**src/rtl/ahb_input_hold_stage.sv**
```systemverilog
`default_nettype none
// ============================================================================
//  Module   : ahb_input_hold_stage
//  Purpose  : Per-master AHB input stage for the bus matrix.
//             - Accepts address phases from one master.
//             - Holds any transfer the shared output port cannot take at once.
//             - Raises the request to the output arbiter.
//             - Tracks its own data phase, so it can return the slave's
//               HREADY/HRESP to the master or stall the master while a
//               transfer is held.
//  Config   : AHB_INPUT_BYPASS_EN
//             - Defined: a granted transfer passes straight through with no
//               added latency.
//             - Undefined: every accepted transfer is registered first.
//  Revision : 1.0  initial release
// ============================================================================
module ahb_input_hold_stage #(
    parameter int ADDR_WIDTH = 32
) (
    input  logic                  HCLK,
    input  logic                  HRESET,
    // Master side
    input  logic                  HSELS,
    input  logic [ADDR_WIDTH-1:0] HADDRS,
    input  logic [1:0]            HTRANSS,
    input  logic                  HWRITES,
    input  logic [2:0]            HSIZES,
    input  logic [2:0]            HBURSTS,
    input  logic [3:0]            HPROTS,
    input  logic                  HMASTLOCKS,
    input  logic                  HREADYS,
    output logic                  HREADYOUTS,
    output logic                  HRESPS,
    // Arbiter / output port side
    output logic                  req_port,
    input  logic                  active_in,
    input  logic                  HREADYM,
    input  logic                  HRESPM,
    output logic [ADDR_WIDTH-1:0] HADDRI,
    output logic [1:0]            HTRANSI,
    output logic                  HWRITEI,
    output logic [2:0]            HSIZEI,
    output logic [2:0]            HBURSTI,
    output logic [3:0]            HPROTI,
    output logic                  HMASTLOCKI
);

    localparam logic [1:0] c_TRANS_IDLE = 2'b00;

    // Hold register and stage flags
    logic                  r_pend;
    logic                  r_dphase;
    logic [ADDR_WIDTH-1:0] r_haddr;
    logic [1:0]            r_htrans;
    logic                  r_hwrite;
    logic [2:0]            r_hsize;
    logic [2:0]            r_hburst;
    logic [3:0]            r_hprot;
    logic                  r_hmastlock;

    logic w_accept;
    logic w_issue;
    logic w_capture;

    // Only NONSEQ/SEQ qualify; IDLE and BUSY never start a transfer here.
    assign w_accept = HSELS & HREADYS & HTRANSS[1];

`ifdef AHB_INPUT_BYPASS_EN
    // A live accept can go out directly when granted.
    // Capture it only when it cannot.
    assign w_issue   = active_in & HREADYM & (r_pend | w_accept);
    assign w_capture = w_accept & ~w_issue;
`else
    // Every accepted transfer goes through the hold register first.
    assign w_issue   = active_in & HREADYM & r_pend;
    assign w_capture = w_accept;
`endif

    // Hold register capture, pending flag and data-phase tracking
    always_ff @(posedge HCLK) begin
        if (HRESET) begin
            r_pend      <= 1'b0;
            r_dphase    <= 1'b0;
            r_haddr     <= '0;
            r_htrans    <= c_TRANS_IDLE;
            r_hwrite    <= 1'b0;
            r_hsize     <= '0;
            r_hburst    <= '0;
            r_hprot     <= '0;
            r_hmastlock <= 1'b0;
        end else begin
            if (w_capture) begin
                r_pend      <= 1'b1;
                r_haddr     <= HADDRS;
                r_htrans    <= HTRANSS;
                r_hwrite    <= HWRITES;
                r_hsize     <= HSIZES;
                r_hburst    <= HBURSTS;
                r_hprot     <= HPROTS;
                r_hmastlock <= HMASTLOCKS;
            end else if (w_issue) begin
                r_pend      <= 1'b0;
            end
            // A data phase starts only when the output port's previous
            // data phase ends.
            if (HREADYM) begin
                r_dphase <= w_issue;
            end
        end
    end

    // Address phase presented to the output stage
    always_comb begin
        HADDRI     = r_haddr;
        HTRANSI    = r_pend ? r_htrans : c_TRANS_IDLE;
        HWRITEI    = r_hwrite;
        HSIZEI     = r_hsize;
        HBURSTI    = r_hburst;
        HPROTI     = r_hprot;
        HMASTLOCKI = r_hmastlock;
        req_port   = r_pend;
`ifdef AHB_INPUT_BYPASS_EN
        if (!r_pend) begin
            HADDRI     = HADDRS;
            HTRANSI    = w_accept ? HTRANSS : c_TRANS_IDLE;
            HWRITEI    = HWRITES;
            HSIZEI     = HSIZES;
            HBURSTI    = HBURSTS;
            HPROTI     = HPROTS;
            HMASTLOCKI = HMASTLOCKS;
        end
        req_port = r_pend | w_accept;
`endif
    end

    // Master-side response: stall while held, otherwise mirror the slave
    // during our own data phase.
    always_comb begin
        HREADYOUTS = 1'b1;
        if (r_pend) begin
            HREADYOUTS = 1'b0;
        end else if (r_dphase) begin
            HREADYOUTS = HREADYM;
        end
        HRESPS = r_dphase ? HRESPM : 1'b0;
    end

endmodule
`default_nettype wire

```
**config.mk**
```make
export PLATFORM = sky130hd
export DESIGN_NAME = ahb_input_hold_stage
export DESIGN_NICKNAME = d
export VERILOG_FILES = /design/src/rtl/ahb_input_hold_stage.sv
export SDC_FILE = /design/constraint.sdc
export NUM_CORES = 1
export LEC_CHECK = 0
export ABC_AREA = 0
export ABC_CLOCK_PERIOD_IN_PS = 1300
export CAP_MARGIN = 20
export CORE_MARGIN = 3
export CORE_UTILIZATION = 41
export DETAILED_ROUTE_END_ITERATION = 10
export HOLD_SLACK_MARGIN = 0.03
export PLACE_DENSITY_LB_ADDON = 0.25
export SLEW_MARGIN = 0
export SYNTH_ARGS = -nofsm -noshare
export SYNTH_HDL_FRONTEND = slang
export SYNTH_SLANG_ARGS = --single-unit
```
**constraint.sdc**
```tcl
create_clock -name HCLK -period 1.3 [get_ports HCLK]
set_input_delay 0.39 -clock HCLK [delete_from_list [all_inputs] [get_ports HCLK]]
set_output_delay 0.39 -clock HCLK [all_outputs]
set_load 0.005 [all_outputs]
```
==> results of run 1 <==
==> placed cells by master (no fill, tap or decap), types with 3 or more instances in the layout <==
master | synthesis | layout
clkdlybuf4s50_1 | 0 | 46
bufbuf_16 | 0 | 3
clkbuf_8 | 0 | 7
buf_6 | 0 | 6
clkbuf_2 | 0 | 3
buf_12 | 5 | 5
nand2b_1 | 91 | 90
clkdlybuf4s15_1 | 0 | 20
buf_4 | 0 | 8
dlygate4sd2_1 | 0 | 24
a21oi_1 | 3 | 3
buf_2 | 1 | 4
mux2i_1 | 45 | 45
dfxtp_1 | 48 | 15
dfxtp_2 | 0 | 33
==> flip-flops by register name, summed over array words and instances (netlist names) <==
signal,count
HADDRI,32
r_dphase,1
HSIZEI,3
r_htrans,2
HPROTI,4
req_port,1
HBURSTI,3
HMASTLOCKI,1
HWRITEI,1
==> critical path, stage by stage (launching register included) <==
cell     delay, ns
dfxtp_2       0.33
buf_6         0.11
buf_6         0.10
nor2b_1       0.08
buf_2         0.11
==> through the flow <==
| step | std cells | instance area [um^2] |
|---|---|---|
| CTS | 391 | 3488 |
| global route | 395 | 3575 |
| detailed placement | 378 | 3282 |
| global placement | 378 | 3282 |
| finish | 395 | 3575 |
| floorplan | 211 | 2195 |
==> Yosys cell counts <==
cell      number
and3_4         1
nand2b_1      91
a21oi_1        3
buf_12         5
nor2b_1        1
buf_2          1
mux2i_1       45
and2_1         3
nand3_1        2
dfxtp_1       48
clkbuf_1       9
a21bo_2        1
inv_1          1
==> final timing paths <==
kind / startpoint / end / slack, ns / cells past startpoint
worst max-delay path: req_port / HREADYOUTS / -0.12 / 4
worst max register to register: req_port / req_port / 0.36 / 4
worst min-delay path: r_htrans[1] / r_htrans[1] / 0.46 / 2
worst min register to register: r_htrans[1] / r_htrans[1] / 0.46 / 2
==> power by group through the flow <==
stage,clock (mW),combinational [mW],sequential [mW]
2_1_floorplan,0,0.203,1.59
3_3_place_gp,0,0.495,1.58
3_5_place_dp,0,0.503,1.58
4_1_cts,0.977,0.517,1.55
5_1_grt,1.05,0.567,1.56
6_report,0.955,0.524,1.55
==> cells by family after synthesis <==
kind of cell / after synthesis / synth area share
and+or+nand+nor: 98 / 0.2805
DFF: 48 / 0.4379
muxes: 45 / 0.2052
buffers and inverters: 16 / 0.06499
AOI/OAI and AO/OA: 4 / 0.01140
==> timing repair <==
item                       4_1_cts  5_1_grt
setup endpoints to repair       60       74
resized for setup               93       44
gates cloned                     4        0
pin swaps                        3        3
buffers inserted                 3        4
==> layout make-up <==
class | count | area share
multi-input combinational | 147 | 0.3080
tap | 70 | 0.02450
sequential | 48 | 0.2804
clock buffer | 7 | 0.02695
timing repair buffer | 122 | 0.3591
inverter | 1 | 0.001050
==> routing by layer <==
metal	part of all wire	up-vias
li1	-	910
met1	0.40	787
met2	0.53	47
met5	0	-
met4	0.0099	0
met3	0.053	4
==> flow_summary.ini, run 1 <==
[status]
status = complete, but fails checks
violations = negative setup slack

[power]
total_power_mw = 3.033
p_clk_frac = 0.315
switchingPower_mw = 0.6684
p_sw_frac = 0.2204
power.leakage_nw = 1.478
power_density_mw_per_mm2 = 848.5
vdd_drop_max_mv = 0.4503
p_int_mw = 2.365
seqPwrFrac = 0.512
p_comb_frac = 0.173

[global_routing]
track_usage = 0.1767
antenna_found_initial = 0
overflow = 0
use_met1 = 0.1969
grt_max_degree = 52
grt_pass1_wl_um = 8652
grt_use_met3 = 0.04875
grt_pass1_vias = 1773
top_usage_layer = met2
met2_usage = 0.3249

[cells_and_area]
drive_gt1_frac = 0.2277
insertedDiodeCount = 0
post-route-util = 0.6955
seqCellArea_mm2 = 0.001002
fillCellCount = 424
area_delta_synth_final_pct = 62.88
nets = 378
multiInputGateArea_mm2 = 0.001101

[drt]
first_pass_iters = 4
vias = 1748
drcViolationCount = 0
postRouteAntennaNets = 0
avgViaCountPerCell = 4.425
drtIter0Drc = 52
wl_per_cell_um = 13.58
routed_wirelength_um = 5365

[critical_path]
crit_type = reg2out
worst_setup_path_start_kind = flip-flop
worstPathRequired_ns = 0.91
critPathCaptureType = output port
critPathMaxFanout = 3
critPathArrivalTime_ns = 1.03

[yosys]
avgSynthCellArea_um2 = 10.40
netlist_area_mm2 = 0.002195
seq_area_frac_synth = 0.4379
synthTopCellsByArea = dfxtp_1, nand2b_1, mux2i_1
netlist.area_leader.share = 0.4379
ys_types = 13
synth-warning-count = 0
ys_seq_elements = 48
syn_inst = 211
synth_top_area_cell = dfxtp_1
syn-num-nets = 264

[sta]
fin_tns_setup_ns = -0.3465
hold_viol_final = 0
post-route-period-util = 1.096
fin_ws_ns = -0.1246
fin_crit_ns = 1.425
max_freq_mhz = 702.0
whs_ns = 0.4596
drv_slew = 0
setup_viol = 4
fin_skew_ns = 0.001639
slew_headroom = 0.8932
rsz0062_at_grt = yes
tightest_slew_ns = 0.1558

[clocking]
cts_hold_buf = 0
numCtsBuffers = 5
cts_max_level = 2
clock-sinks = 48
root_buffer = clkbuf_8
cts.path.max_buffers = 2
worstSkewPairLatency_ns = 0.29
cts_tree = built
clk_pin_slew_worst_paths_ns = 0.08

[floorplanning]
fp.dieW_um = 79.16
die_y_um = 79.16
coreArea_mm2 = 0.005140
num_rows = 26
ioPinCount = 102
initial_core_util = 0.4270
die_area_mm2 = 0.006266

[placement]
dp_slack_ns = -0.6927
place_congestion = 0.7134
dp_hpwl_um = 3620
port_buffers = 101

[job]
drv_cap = 0

[hold_path]
hold_class = reg2reg
Note: power is estimated with default switching activity, not from simulation.
==> run 2: changes to the inputs <==
- CAP_MARGIN: 20 -> 15
==> results of run 2 <==
Same layout as run 1: the final DEF is identical, and so are final timing and power.
==> run 3: changes to the inputs <==
- CORE_ASPECT_RATIO: not set -> 1.2
==> run 3 against run 2 <==
Compared with the run above: the run still ends with negative setup slack left; design area fell by 3.8%; utilization decreased by 1.4 points; first-iteration DRC count is 17% higher; via count fell by 1.3%; sequential share of layout area up 0.78 points; clock skew decreased by 0.0016 ns; final cell count is 4.6% lower; non-clock buffer count shrank 6; hold slack lost 0.040 ns; critical path depth unchanged; combinational power is 6.1% lower; power fell by 6.3%; critical path type unchanged; critical endpoint unchanged.
==> flow_summary.ini, run 3 (synthesized netlist as in run 1, its figures left out) <==
[status]
status = complete, but fails checks
violations = negative setup slack

[job]
drv_cap = 0

[clocking]
worstSkewPairLatency_ns = 0.29
cts.path.max_buffers = 2
cts_tree = built
cts_hold_buf = 0
clock-sinks = 48
cts_max_level = 2
numCtsBuffers = 5
clk_pin_slew_worst_paths_ns = 0.08
root_buffer = clkbuf_8

[power]
p_int_mw = 2.210
p_clk_frac = 0.281
vdd_drop_max_mv = 0.4635
power_density_mw_per_mm2 = 826.3
p_comb_frac = 0.173
total_power_mw = 2.841
switchingPower_mw = 0.6307
p_sw_frac = 0.2220
seqPwrFrac = 0.546
power.leakage_nw = 1.429

[cells_and_area]
area_delta_synth_final_pct = 56.67
insertedDiodeCount = 0
drive_gt1_frac = 0.1735
nets = 372
largest_reg_flops = 32
final_cell_mix = nand2b_1, clkdlybuf4s50_1, mux2i_1, dlygate4sd2_1
layout_commonest_cell = nand2b_1

[sta]
post-route-period-util = 1.100
tightest_slew_ns = 0.1297
max_freq_mhz = 699.5
drv_slew = 0
fin_tns_setup_ns = -0.2667
rsz0062_at_grt = yes
hold_viol_final = 0
fin_skew_ns = 0.000004940
setup_viol = 3
slew_headroom = 0.9110
fin_ws_ns = -0.1297
fin_crit_ns = 1.430

[floorplanning]
ioPinCount = 102
die_area_mm2 = 0.006270
num_rows = 28
die_y_um = 86.15
coreArea_mm2 = 0.005045
fp.dieW_um = 72.79
initial_core_util = 0.4350

[critical_path]
critPathMaxFanout = 3
worst_setup_path_start_kind = flip-flop
crit_path_max_incr_delay_ns = 0.34
critPathTopFamily = flip-flops
crit_type = reg2out
crit_top_cell = buf_6
critPathCaptureType = output port
crit_slowest_cell = dfxtp_2
cp-startpoint = req_port
r2r_start = req_port
critPathArrivalTime_ns = 1.04
critPathBufInv = 3
path_cells = buf_6 > buf_6 > nor2b_1 > buf_2
worstPathRequired_ns = 0.91

[global_routing]
antenna_found_initial = 0
track_usage = 0.1576
grt_pass1_vias = 1699
grt_max_degree = 45
met2_usage = 0.2718
overflow = 0
grt_pass1_wl_um = 7810
top_usage_layer = met2
grt_use_met3 = 0.06331
use_met1 = 0.1748

[drt]
postRouteAntennaNets = 0
wl_per_cell_um = 12.89
avgViaCountPerCell = 4.578
drtIter0Drc = 61
vias = 1726
drcViolationCount = 0
routed_wirelength_um = 4859
first_pass_iters = 2

[placement]
dp_hpwl_um = 3456
dp_slack_ns = -0.7259
port_buffers = 101
place_congestion = 0.6961

[hold_path]
hold_class = in2reg
hp-start = HTRANSS[1]
## run 3: cell type report
type | instances | area [um^2]
multi-input combinational | 147 | 1104
timing repair buffer | 116 | 1196
inverter | 1 | 3.754
clock buffer | 5 | 68.82
fill | 403 | 1607
sequential | 48 | 991.0
tap | 60 | 75.07
## run 3: layer usage
layer  routed length, um  share of wire
met4                  29         0.0060
met2                2414           0.50
met1                1999           0.41
met5                   0              0
met3                 416          0.086
## run 3: worst register-to-register path, stage by stage, from the launching register on
cell	delay, ns
dfxtp_2	0.36
buf_6	0.10
a21bo_2	0.21
a21oi_1	0.12
## run 3: path summary, 6_finish.rpt
path                 end  slack (ns)  cells after the start
max           HREADYOUTS       -0.13                      4
min             req_port        0.42                      3
max reg2reg     req_port        0.45                      3
min reg2reg  r_htrans[1]        0.45                      2
## run 3: through the flow
stage | utilization | cells | cell area [um^2] | hold WS (ns)
floorplan | - | 211 | 2195 | 0.4209
global placement | 0.6436 | 365 | 3247 | 0.4275
detailed placement | 0.6436 | 365 | 3247 | 0.4358
CTS | 0.6617 | 374 | 3338 | 0.4478
global route | 0.6815 | 377 | 3438 | 0.4005
finish | 0.6815 | 377 | 3438 | 0.4200
## run 3: power groups by stage
stage	logic, mW	clock network [mW]	registers, mW
6_report	0.492	0.798	1.55
5_1_grt	0.532	0.893	1.56
4_1_cts	0.482	0.837	1.55
3_5_place_dp	0.496	0	1.58
3_3_place_gp	0.489	0	1.58
2_1_floorplan	0.203	0	1.59
## run 3: what timing repair did
item / CTS / global route
pin swaps: 3 / 1
setup buffers: 3 / 2
cloned: 1 / 1
endpoints found under the setup margin: 50 / 60
gates resized for setup: 90 / 31
